## config.mk

```make
export PLATFORM = sky130hd
export DESIGN_NAME = countdown_scheduler_flat
export DESIGN_NICKNAME = d
export VERILOG_FILES = /design/src/rtl/countdown_scheduler_if.sv /design/src/rtl/countdown_scheduler.sv /design/src/flat_wrapper.sv
export SDC_FILE = /design/constraint.sdc
export NUM_CORES = 1
export LEC_CHECK = 0
export CAP_MARGIN = 20
export CORE_MARGIN = 10
export CORE_UTILIZATION = 46
export CTS_CLUSTER_DIAMETER = 200
export DETAILED_ROUTE_END_ITERATION = 16
export HOLD_SLACK_MARGIN = 0.15
export PLACE_DENSITY = 0.81
export SKIP_CTS_REPAIR_TIMING = 1
export SLEW_MARGIN = 40
export SYNTH_ARGS = -nofsm -noshare
export SYNTH_HDL_FRONTEND = slang
export SYNTH_SLANG_ARGS = --single-unit
export TNS_END_PERCENT = 5
```

## constraint.sdc

```tcl
create_clock -name Clk -period 3 [get_ports Clk]
set_input_delay 0.6 -clock Clk [delete_from_list [all_inputs] [get_ports Clk]]
set_output_delay 0.6 -clock Clk [all_outputs]
set_load 0.005 [all_outputs]
```

## src/rtl/countdown_scheduler_if.sv

```systemverilog
// Request/status bundle between the game-logic FSM (master) and the countdown scheduler (slave).
interface countdown_scheduler_if #(
    parameter int NUM_SLOTS = 4,
    parameter int CW        = 8
);
    logic                    frame_tick;
    logic [NUM_SLOTS-1:0]    start;
    logic [NUM_SLOTS*CW-1:0] seed;
    logic [NUM_SLOTS-1:0]    cancel;
    logic [NUM_SLOTS-1:0]    active;
    logic [NUM_SLOTS-1:0]    expired;
    logic                    busy;
    logic                    overrun;
    logic [NUM_SLOTS*CW-1:0] count_flat;

    modport master (
        output frame_tick, start, seed, cancel,
        input  active, expired, busy, overrun, count_flat
    );

    modport slave (
        input  frame_tick, start, seed, cancel,
        output active, expired, busy, overrun, count_flat
    );
endinterface

```

## src/rtl/countdown_scheduler.sv

```systemverilog
// Time-multiplexed game countdowns: each frame tick scans all slots, one per clock,
// through a single shared decrementer.
module countdown_scheduler #(
    parameter int NUM_SLOTS = 4,
    parameter int CW        = 8
) (
    input logic                  Clk,
    input logic                  Reset,
    countdown_scheduler_if.slave bus
);
    localparam int IW = (NUM_SLOTS > 1) ? $clog2(NUM_SLOTS) : 1;
    localparam logic [IW-1:0] LAST_IDX = IW'(NUM_SLOTS - 1);

    typedef enum logic {IDLE, SCAN} state_t;

    state_t               state, state_n;
    logic [IW-1:0]        idx, idx_n;
    logic                 pending, pending_n;
    logic                 overrun_q, overrun_n;

    logic [CW-1:0]        count [NUM_SLOTS];
    logic [NUM_SLOTS-1:0] active_q;
    logic [NUM_SLOTS-1:0] expired_q;
    logic [CW-1:0]        cur_count;
    logic [CW-1:0]        dec_count;
    logic                 scanning;

    // A visit at zero expires the slot, so the decrement never has to wrap.
    function automatic logic [CW-1:0] decrement(input logic [CW-1:0] c);
        return (c == '0) ? c : c - CW'(1);
    endfunction

    assign scanning  = (state == SCAN);
    assign cur_count = count[idx];
    assign dec_count = decrement(cur_count);

    always_ff @(posedge Clk or posedge Reset) begin
        if (Reset) begin
            state     <= IDLE;
            idx       <= '0;
            pending   <= 1'b0;
            overrun_q <= 1'b0;
        end else begin
            state     <= state_n;
            idx       <= idx_n;
            pending   <= pending_n;
            overrun_q <= overrun_n;
        end
    end

    always_comb begin
        state_n   = state;
        idx_n     = idx;
        pending_n = pending;
        overrun_n = overrun_q | (bus.frame_tick & pending);
        case (state)
            IDLE: begin
                if (bus.frame_tick || pending) begin
                    state_n   = SCAN;
                    idx_n     = '0;
                    pending_n = 1'b0;
                end
            end
            SCAN: begin
                if (bus.frame_tick) pending_n = 1'b1;
                if (idx == LAST_IDX) begin
                    idx_n = '0;
                    // A tick queued earlier in this scan chains straight into the next one.
                    if (pending) pending_n = 1'b0;
                    else         state_n   = IDLE;
                end else begin
                    idx_n = idx + IW'(1);
                end
            end
            default: state_n = IDLE;
        endcase
    end

    // Per-slot update: start beats cancel, both beat the scan visit.
    always_ff @(posedge Clk or posedge Reset) begin
        if (Reset) begin
            for (int i = 0; i < NUM_SLOTS; i++) count[i] <= '0;
            active_q  <= '0;
            expired_q <= '0;
        end else begin
            expired_q <= '0;
            for (int i = 0; i < NUM_SLOTS; i++) begin
                if (bus.start[i]) begin
                    count[i]    <= bus.seed[i*CW +: CW];
                    active_q[i] <= 1'b1;
                end else if (bus.cancel[i]) begin
                    active_q[i] <= 1'b0;
                end else if (scanning && idx == IW'(i) && active_q[i]) begin
                    if (cur_count == '0) begin
                        active_q[i]  <= 1'b0;
                        expired_q[i] <= 1'b1;
                    end else begin
                        count[i] <= dec_count;
                    end
                end
            end
        end
    end

    always_comb begin
        bus.count_flat = '0;
        for (int i = 0; i < NUM_SLOTS; i++) bus.count_flat[i*CW +: CW] = count[i];
    end

    assign bus.active  = active_q;
    assign bus.expired = expired_q;
    assign bus.busy    = scanning;
    assign bus.overrun = overrun_q;
endmodule

```

## src/flat_wrapper.sv

```systemverilog
// flat-port wrapper written by rule: the top's interface ports become plain ports
module countdown_scheduler_flat 
#(
    parameter int NUM_SLOTS = 4,
    parameter int CW        = 8
)
  (Clk, Reset, bus_frame_tick, bus_start, bus_seed, bus_cancel, bus_active, bus_expired, bus_busy, bus_overrun, bus_count_flat);
  countdown_scheduler_if #(.NUM_SLOTS(NUM_SLOTS), .CW(CW)) bus_i ();
  input logic Clk;
  input logic Reset;
  input wire logic [$bits(bus_i.frame_tick)-1:0] bus_frame_tick;
  input wire logic [$bits(bus_i.start)-1:0] bus_start;
  input wire logic [$bits(bus_i.seed)-1:0] bus_seed;
  input wire logic [$bits(bus_i.cancel)-1:0] bus_cancel;
  output wire logic [$bits(bus_i.active)-1:0] bus_active;
  output wire logic [$bits(bus_i.expired)-1:0] bus_expired;
  output wire logic [$bits(bus_i.busy)-1:0] bus_busy;
  output wire logic [$bits(bus_i.overrun)-1:0] bus_overrun;
  output wire logic [$bits(bus_i.count_flat)-1:0] bus_count_flat;
  assign bus_i.frame_tick = bus_frame_tick;
  assign bus_i.start = bus_start;
  assign bus_i.seed = bus_seed;
  assign bus_i.cancel = bus_cancel;
  assign bus_active = bus_i.active;
  assign bus_expired = bus_i.expired;
  assign bus_busy = bus_i.busy;
  assign bus_overrun = bus_i.overrun;
  assign bus_count_flat = bus_i.count_flat;
  countdown_scheduler #(.NUM_SLOTS(NUM_SLOTS), .CW(CW)) u_core (.Clk(Clk), .Reset(Reset), .bus(bus_i));
endmodule
```

==> results of run 1 <==
critical path, delay by kind of cell (launching register included):
| kind | cells | cell delay (ns) |
|---|---|---|
| flops | 1 | 0.58 |
| compound gates | 2 | 0.54 |
| simple gates | 2 | 0.37 |
| fa+ha+maj | 1 | 0.17 |
| buf+inv | 2 | 0.37 |
| mux | 1 | 0.63 |
where the power goes:
group          internal, µW  switching, µW  leakage, µW
registers               721            152     0.000540
logic                   625            642     0.000822
clock network           153            193    0.0000399
total                  1500            987      0.00140
kinds of logic after synthesis:
logic type / after synthesis / synth area share, %
AOI/OAI and AO/OA: 50 / 13.4
xor gates and xnor gates: 3 / 1.04
adders and majority gates: 6 / 2.98
buffers and inverters: 19 / 3.73
DFF: 45 / 44.8
muxes: 28 / 15.9
and+or+nand+nor: 85 / 18.2
cells in the final DEF (no fill, tap or decap), types with 7 or more instances in the layout:
| cell type | synthesis | final |
|---|---|---|
| a21o_1 | 7 | 7 |
| clkdlybuf4s50_1 | 0 | 84 |
| dfrtp_1 | 45 | 45 |
| mux2i_1 | 20 | 20 |
| nand2_1 | 33 | 33 |
| nand2b_1 | 8 | 8 |
| nand3_1 | 8 | 8 |
| nor2_1 | 8 | 8 |
| nor3b_1 | 8 | 8 |
| o21ai_0 | 23 | 23 |
| o31ai_1 | 7 | 7 |
final timing paths:
path,to,cells after the start
setup / recovery,u_core.bus.count_flat[21],8
hold / removal,u_core.bus.overrun,1
setup reg to reg,u_core.bus.count_flat[21],8
hold reg to reg,u_core.bus.overrun,1
max in group asynchronous,u_core.bus.count_flat[23],3
min in group asynchronous,u_core.bus.count_flat[1],3
state kept, by name, indices dropped and copies added (netlist names):
register               cells
u_core.pending             1
u_core.bus.active          4
u_core.bus.count_flat     32
u_core.bus.busy            1
u_core.bus.overrun         1
u_core.bus.expired         4
u_core.idx                 2
layout make-up:
type | count | area share (%)
Multi-Input combinational cell | 172 | 37.1
Sequential cell | 45 | 32.2
Timing Repair Buffer | 90 | 25.3
Tap cell | 70 | 2.51
Clock buffer | 5 | 1.97
Inverter | 7 | 0.752
Clock inverter | 1 | 0.143
routing by layer:
layer	up-vias	global-route usage, %
met3	7	6.00
li1	1023	-
met4	0	3.80
met2	87	28.5
met1	1014	19.8
met5	-	0
per-stage QoR:
stage               utilization [%]  total power, µW  hold slack, ns  setup slack (ns)  area, µm²
finish                         67.1             2490           0.472             0.221       3490
global route                   67.1             2680           0.496            0.0804       3490
CTS                            67.1             2500           0.476             0.210       3490
detailed placement             65.7             2150           0.451             0.252       3420
global placement               65.7             2130           0.447             0.342       3420
floorplan                         -             1680           0.451             0.418       2510
==> impl_metrics.toml, run 1 <==
[status]
status = "completed"

[critical_path]
path_class = "reg -> reg"
crit_chain = "mux4_1, inv_1, ha_1, nor3b_2, buf_4, a21o_1, nor2_1, a221o_1"
slowest_delay_ns = 0.63
worstPathRequired_ns = 3.18
crit_start = "u_core.idx[0]"
reg2reg_slack_ns = 0.22
r2r-start = "u_core.idx[0]"
crit_path_top_delay_cell = "mux4_1"
cp_max_fo = 10
critPathLaunchType = "register"
worstSetupEndpointType = "register"
cp.arrival_ns = 2.96

[clocking]
cts_buffers = 5
cts-root-buf = "clkbuf_8"
cts_max_level = 2
tritoncts = "done"
clock_path_buffers = 2
cts.sinks = 45
clk_latency_ns = 0.30
path_clk_slew_ns = 0.08

[synth]
synth-seq-cells = 45
netlist_top_cells_count = "45 x dfrtp_1, 33 x nand2_1, 23 x o21ai_0, 20 x mux2i_1, 9 x clkbuf_1"
synthCells = 236
ys_warn_count = 0
synth-edff-count = 0
ys_async_sr_fraction_pct = 100
synth_cell_types = 33
syn_area_per_cell_um2 = 10.7
synth_ff_type = "dfrtp_1"
yosysMostFrequentCell = "dfrtp_1"
synth_top_cell_by_area = "dfrtp_1"
seq_area_frac_synth_pct = 44.8
syn_area_mm2 = 0.00251
synth_nets = 285
synthTopCellsByArea = "dfrtp_1 45%, mux2i_1 8.0%, mux4_1 5.2%, nand2_1 4.9%, o21ai_0 4.6%"
yosys.area.top_type_share_pct = 44.8

[global_routing]
grt_pass1_wl_mm = 11.7
grt_pass1_vias = 2279
antenna_found_initial = 0
grt_max_degree = 46
track_usage_pct = 16.8
grt_overflow = 0

[floorplanning]
die_h_um = 93.9
core_mm2 = 0.00520
die_area_mm2 = 0.00882
die_w_um = 93.9
rows = 26
io_pins = 85
initial_core_util_pct = 48.3

[finish]
n_fill_cell = 425
finalNonFillerCells = 390
syn2layout_area_growth_pct = 39.0
final_nets = 370
drive_above_1_share_pct = 7.50
final-seq-area_mm2 = 0.00113
multiInputGateArea_mm2 = 0.00129
antennaDiodeCount = 0

[timing]
clock.fmax_mhz = 360
worst_pin_slew_ns = 0.733
setup-tns-final_ns = 0
fin_skew_ns = 0.00493
hold_violations = 0
rsz0062_at_grt = "no"
min_period_over_period_pct = 92.6
setup_viol = 0
maxSlewHeadroom_pct = 51.0
layout_min_cycle_time_ns = 2.78
finalMaxSlewViolations = 0

[hold_path]
min_from = "u_core.bus.overrun"
hp-class = "reg -> reg"

[power_and_ir_drop]
p_per_area_mw_per_mm2 = 711
ir_drop_v = 0.000330
p_leak_uw = 0.00140

[route]
wl_mm = 7.16
post_drt_wl_per_cell_um = 18.4
drt-met1-wl_mm = 2.92
drt_pass1_iterations = 4
met3_length_um = 660
drc = 0
final_antenna_net_count = 0
wl_met2_mm = 3.52
vias = 2131
dr.max_layer_used = "met4"
drt_iter0_markers = 100
via_per_inst = 5.46

[flow_run]
max-cap-violations = 0

[placed_design]
place_inst = 384
hpwl_mm = 5.44
gp_congestion = 0.850
portBuffers = 84
Power figures use the tool's default switching activity.
==> run 2: changes to the inputs <==
--- a/config.mk
+++ b/config.mk
@@ -6,12 +6,11 @@
 export NUM_CORES = 1
 export LEC_CHECK = 0
 export CAP_MARGIN = 20
-export CORE_MARGIN = 10
-export CORE_UTILIZATION = 46
+export CORE_UTILIZATION = 45
 export CTS_CLUSTER_DIAMETER = 200
 export DETAILED_ROUTE_END_ITERATION = 16
 export HOLD_SLACK_MARGIN = 0.15
-export PLACE_DENSITY = 0.81
+export PLACE_DENSITY = 0.79
 export SKIP_CTS_REPAIR_TIMING = 1
 export SLEW_MARGIN = 40
 export SYNTH_ARGS = -nofsm -noshare
==> run 2 against run 1 <==
Net effect: clock skew grew 0.0088 ns; cell count grew 0.51%; highest routed layer unchanged; critical path type unchanged; maximum frequency grew 3.3%; clock power grew 6.9%; design area grew 0.32%; critical path depth shrank 1; sequential power grew 1%; largest power group unchanged; clock-buffer cell count grew 2; sequential share of layout area shrank 0.068 points; flip-flop and latch count is the same; critical endpoint is now u_core.bus.expired[2]; wire length shrank 1.7%; combinational power is essentially flat.
==> impl_metrics.toml, run 2 (synthesis gave the netlist of run 1 again) <==
[finish]
largest_reg_flops = 32
n_fill_cell = 428
multiInputGateArea_mm2 = 0.00129
layout_common_cells = "84 x clkdlybuf4s50_1, 44 x dfrtp_1, 33 x nand2_1"
final-seq-area_mm2 = 0.00113
final_nets = 370
antennaDiodeCount = 0
syn2layout_area_growth_pct = 39.4
final_common_cell = "clkdlybuf4s50_1"
drive_above_1_share_pct = 8.07

[route]
final_antenna_net_count = 0
via_per_inst = 5.65
wl_mm = 7.04
drt_pass1_iterations = 4
drc = 0
drt_iter0_markers = 155
vias = 2214
post_drt_wl_per_cell_um = 18.0

[timing]
clock.fmax_mhz = 372
hold_violations = 0
setup_viol = 0
layout_min_cycle_time_ns = 2.69
maxSlewHeadroom_pct = 45.6
min_period_over_period_pct = 89.6
setup-tns-final_ns = 0
rsz0062_at_grt = "no"
worst_pin_slew_ns = 0.814
finalMaxSlewViolations = 0
fin_skew_ns = 0.0137

[critical_path]
crit_path_top_delay_cell = "mux4_1"
endpoint = "u_core.bus.expired[2]"
path_class = "reg -> reg"
worstRegToRegCells = 7
crit_family = "simple AND/OR/NAND/NOR gates"
worstPathRequired_ns = 3.19
crit-reg2reg-capture = "u_core.bus.expired[2]"
critPathLaunchType = "register"
cp.depth = 7
r2r-start = "u_core.idx[0]"
reg2reg_slack_ns = 0.31
cp_max_fo = 10
crit_buf_inv = 1
crit_chain = "mux4_1, inv_1, ha_1, nor3b_2, and2_1, nand3_1, nor3b_1"
crit_start = "u_core.idx[0]"
slowest_delay_ns = 0.61
worstSetupEndpointType = "register"
cp.arrival_ns = 2.88

[placed_design]
hpwl_mm = 5.07
gp_congestion = 0.830
portBuffers = 84

[floorplanning]
rows = 26
initial_core_util_pct = 48.0
io_pins = 85
die_area_mm2 = 0.00589
die_h_um = 76.8
die_w_um = 76.8
core_mm2 = 0.00524

[flow_run]
max-cap-violations = 0

[clocking]
path_clk_slew_ns = 0.08
cts-root-buf = "clkbuf_8"
clk_latency_ns = 0.30
clock_path_buffers = 2
cts_max_level = 2
cts_buffers = 5
tritoncts = "done"
cts.sinks = 45

[global_routing]
grt_pass1_wl_mm = 11.6
antenna_found_initial = 0
grt_max_degree = 25
track_usage_pct = 25.5
grt_pass1_vias = 2295
grt_overflow = 0

[hold_path]
worstHoldPathCells = 1
hp-class = "reg -> reg"

[power_and_ir_drop]
p_per_area_mw_per_mm2 = 720
p_leak_uw = 0.00140
ir_drop_v = 0.000343
total_power_uw = 2520

[status]
status = "completed"
==> run 2: per-layer routing <==
layer	global-route usage, %	up-vias	part of all wire, %
met3	4.40	19	7.2
met5	0	-	0
met2	40.4	100	47
met1	34.5	1076	43
li1	-	1019	-
met4	10.8	0	2.3
==> run 2: per-stage QoR <==
step / area, µm² / hold slack, ns / setup slack, ns / instances / util, %
6_report: 3510 / 0.466 / 0.311 / 392 / 66.9
5_1_grt: 3510 / 0.497 / 0.121 / 392 / 66.9
4_1_cts: 3500 / 0.468 / 0.224 / 392 / 66.9
3_5_place_dp: 3420 / 0.448 / 0.261 / 384 / 65.3
3_3_place_gp: 3420 / 0.446 / 0.398 / 384 / 65.3
2_1_floorplan: 2510 / 0.451 / 0.418 / 236 / -
==> run 2: layout make-up <==
class,instances,area share [%]
repair buffers,90,25.3
clock buffers,7,2.18
well taps,70,2.50
inverters,7,0.749
clock inverters,1,0.214
flip-flops and latches,45,32.2
multi-input cells,172,36.9
==> run 2: worst min-delay path by stage <==
| stage | slack [ns] | start | end |
|---|---|---|---|
| 2_1_floorplan | 0.45 | u_core.bus.overrun | u_core.bus.overrun |
| 5_1_grt | 0.50 | u_core.bus.overrun | u_core.bus.overrun |
| 3_3_place_gp | 0.45 | u_core.bus.overrun | u_core.bus.overrun |
| 4_1_cts | 0.47 | u_core.bus.overrun | u_core.bus.overrun |
| 3_5_place_dp | 0.45 | u_core.bus.overrun | u_core.bus.overrun |
| 6_report | 0.47 | u_core.bus.overrun | u_core.bus.overrun |
==> run 2: power breakdown <==
| part | switching [µW] | internal (µW) | total (µW) |
|---|---|---|---|
| combinational | 642 | 627 | 1270 |
| sequential | 161 | 723 | 884 |
| clock | 206 | 165 | 371 |
| total | 1010 | 1510 | 2520 |
==> run 3: changes to the inputs <==
--- a/config.mk
+++ b/config.mk
@@ -6,11 +6,11 @@
 export NUM_CORES = 1
 export LEC_CHECK = 0
 export CAP_MARGIN = 20
-export CORE_UTILIZATION = 45
+export CORE_UTILIZATION = 44
 export CTS_CLUSTER_DIAMETER = 200
 export DETAILED_ROUTE_END_ITERATION = 16
 export HOLD_SLACK_MARGIN = 0.15
-export PLACE_DENSITY = 0.79
+export PLACE_DENSITY = 0.78
 export SKIP_CTS_REPAIR_TIMING = 1
 export SLEW_MARGIN = 40
 export SYNTH_ARGS = -nofsm -noshare
==> run 3 against run 2 <==
Net effect: maximum frequency up 1.6%; wire length down 4.4%; global-route usage down 2.0 points; highest routed layer unchanged; die area up 2.2%; critical path type unchanged; combinational power about the same; first-iteration DRC count up 26%.
==> impl_metrics.toml, run 3 (synthesis gave the netlist of run 1 again) <==
[status]
status = "completed"

[hold_path]
worstHoldPathCells = 1
min_from = "u_core.bus.overrun"
hp-class = "reg -> reg"
hold-path-endpoint = "u_core.bus.overrun"

[clocking]
clk_latency_ns = 0.30
cts_max_level = 2
cts_buffers = 5
tritoncts = "done"
cts-root-buf = "clkbuf_8"
path_clk_slew_ns = 0.08
cts.sinks = 45
clock_path_buffers = 2

[timing]
setup_viol = 0
finalMaxSlewViolations = 0
layout_min_cycle_time_ns = 2.65
setup-tns-final_ns = 0
setup_slack_ns = 0.354
clock.fmax_mhz = 378
worst_pin_slew_ns = 0.753
hold_violations = 0
min_period_over_period_pct = 88.2
rsz0062_at_grt = "no"
fin_skew_ns = 0.00846
maxSlewHeadroom_pct = 49.6

[placed_design]
portBuffers = 84
gp_congestion = 0.843
hpwl_mm = 4.95
place_inst = 386
dp_slack_ns = 0.388

[critical_path]
crit_path_top_delay_cell = "dfrtp_1"
cp.arrival_ns = 2.82
r2r-start = "u_core.idx[1]"
crit_start = "u_core.idx[1]"
slowest_delay_ns = 0.66
crit-reg2reg-capture = "u_core.bus.count_flat[5]"
crit_family = "compound AO/OA/AOI/OAI gates"
worstPathRequired_ns = 3.18
crit_chain = "mux4_1, inv_1, ha_1, nor3b_2, buf_4, a21oi_2, nor3b_1, a221o_1"
worstSetupEndpointType = "register"
path_class = "reg -> reg"
critPathLaunchType = "register"
reg2reg_slack_ns = 0.35
cp_max_fo = 12
worstRegToRegCells = 8
crit_buf_inv = 2

[finish]
final-seq-area_mm2 = 0.00113
fin_util_pct = 64.3
finalNonFillerCells = 394
n_fill_cell = 432
final_nets = 370
layout_common_cells = "84 x clkdlybuf4s50_1, 45 x dfrtp_1, 33 x nand2_1"
drive_above_1_share_pct = 7.76
largest_reg_flops = 32
multiInputGateArea_mm2 = 0.00129
antennaDiodeCount = 0
syn2layout_area_growth_pct = 40.7
final_common_cell = "clkdlybuf4s50_1"

[global_routing]
grt_overflow = 0
grt_max_degree = 46
antenna_found_initial = 0
grt_pass1_wl_mm = 10.8
track_usage_pct = 23.5
grt_pass1_vias = 2150

[route]
via_per_inst = 5.45
post_drt_wl_per_cell_um = 17.1
vias = 2148
drt_pass1_iterations = 4
final_antenna_net_count = 0
drt_iter0_markers = 195
drc = 0
wl_mm = 6.73

[power_and_ir_drop]
p_leak_uw = 0.00142
ir_drop_v = 0.000340
p_per_area_mw_per_mm2 = 742
total_power_uw = 2630

[flow_run]
max-cap-violations = 0

[floorplanning]
die_area_mm2 = 0.00602
io_pins = 85
die_w_um = 77.6
core_mm2 = 0.00551
initial_core_util_pct = 45.7
rows = 27
die_h_um = 77.6
run 3: changes by cell type in the layout (fill, tap and decap cells not counted), sizes merged:
cell,change
clkinvlp,-1
clkinv,+1
inv,-1
bufinv,+1
run 3: where the power goes:
part / switching (µW) / total, µW / internal [µW]
combinational: 658 / 1280 / 624
clock: 200 / 471 / 272
sequential: 151 / 872 / 721
run 3: final cells by class:
cell class	count	area share, %
flip-flops and latches	45	31.8
clock inverters	1	0.848
inverters	7	0.742
well taps	72	2.55
repair buffers	90	25.0
clock buffers	7	2.44
multi-input cells	172	36.6
run 3: routing by layer:
metal / routed length (µm) / GRT usage, % / vias up / share of wire [%]
met5: 0 / 0 / - / 0
met4: 63 / 6.04 / 0 / 0.94
met3: 431 / 4.12 / 10 / 6.4
met2: 3250 / 39.0 / 91 / 48
met1: 2980 / 31.9 / 1026 / 44
li1: - / - / 1021 / -
run 3: per-stage QoR:
stage               instance area, µm²  hold WS, ns
CTS                               3540        0.472
detailed placement                3420        0.448
global route                      3540        0.502
global placement                  3420        0.449
floorplan                         2510        0.451
finish                            3540        0.473
run 3: worst max-delay path by stage:
stage | end | slack (ns) | cells past startpoint
after floorplan | u_core.bus.count_flat[5] | 0.42 | 9
after global placement | u_core.bus.count_flat[21] | 0.50 | 6
after detailed placement | u_core.bus.count_flat[8] | 0.39 | 8
after CTS | u_core.bus.count_flat[13] | 0.38 | 8
after global routing | u_core.bus.count_flat[8] | 0.21 | 8
final | u_core.bus.count_flat[5] | 0.35 | 8
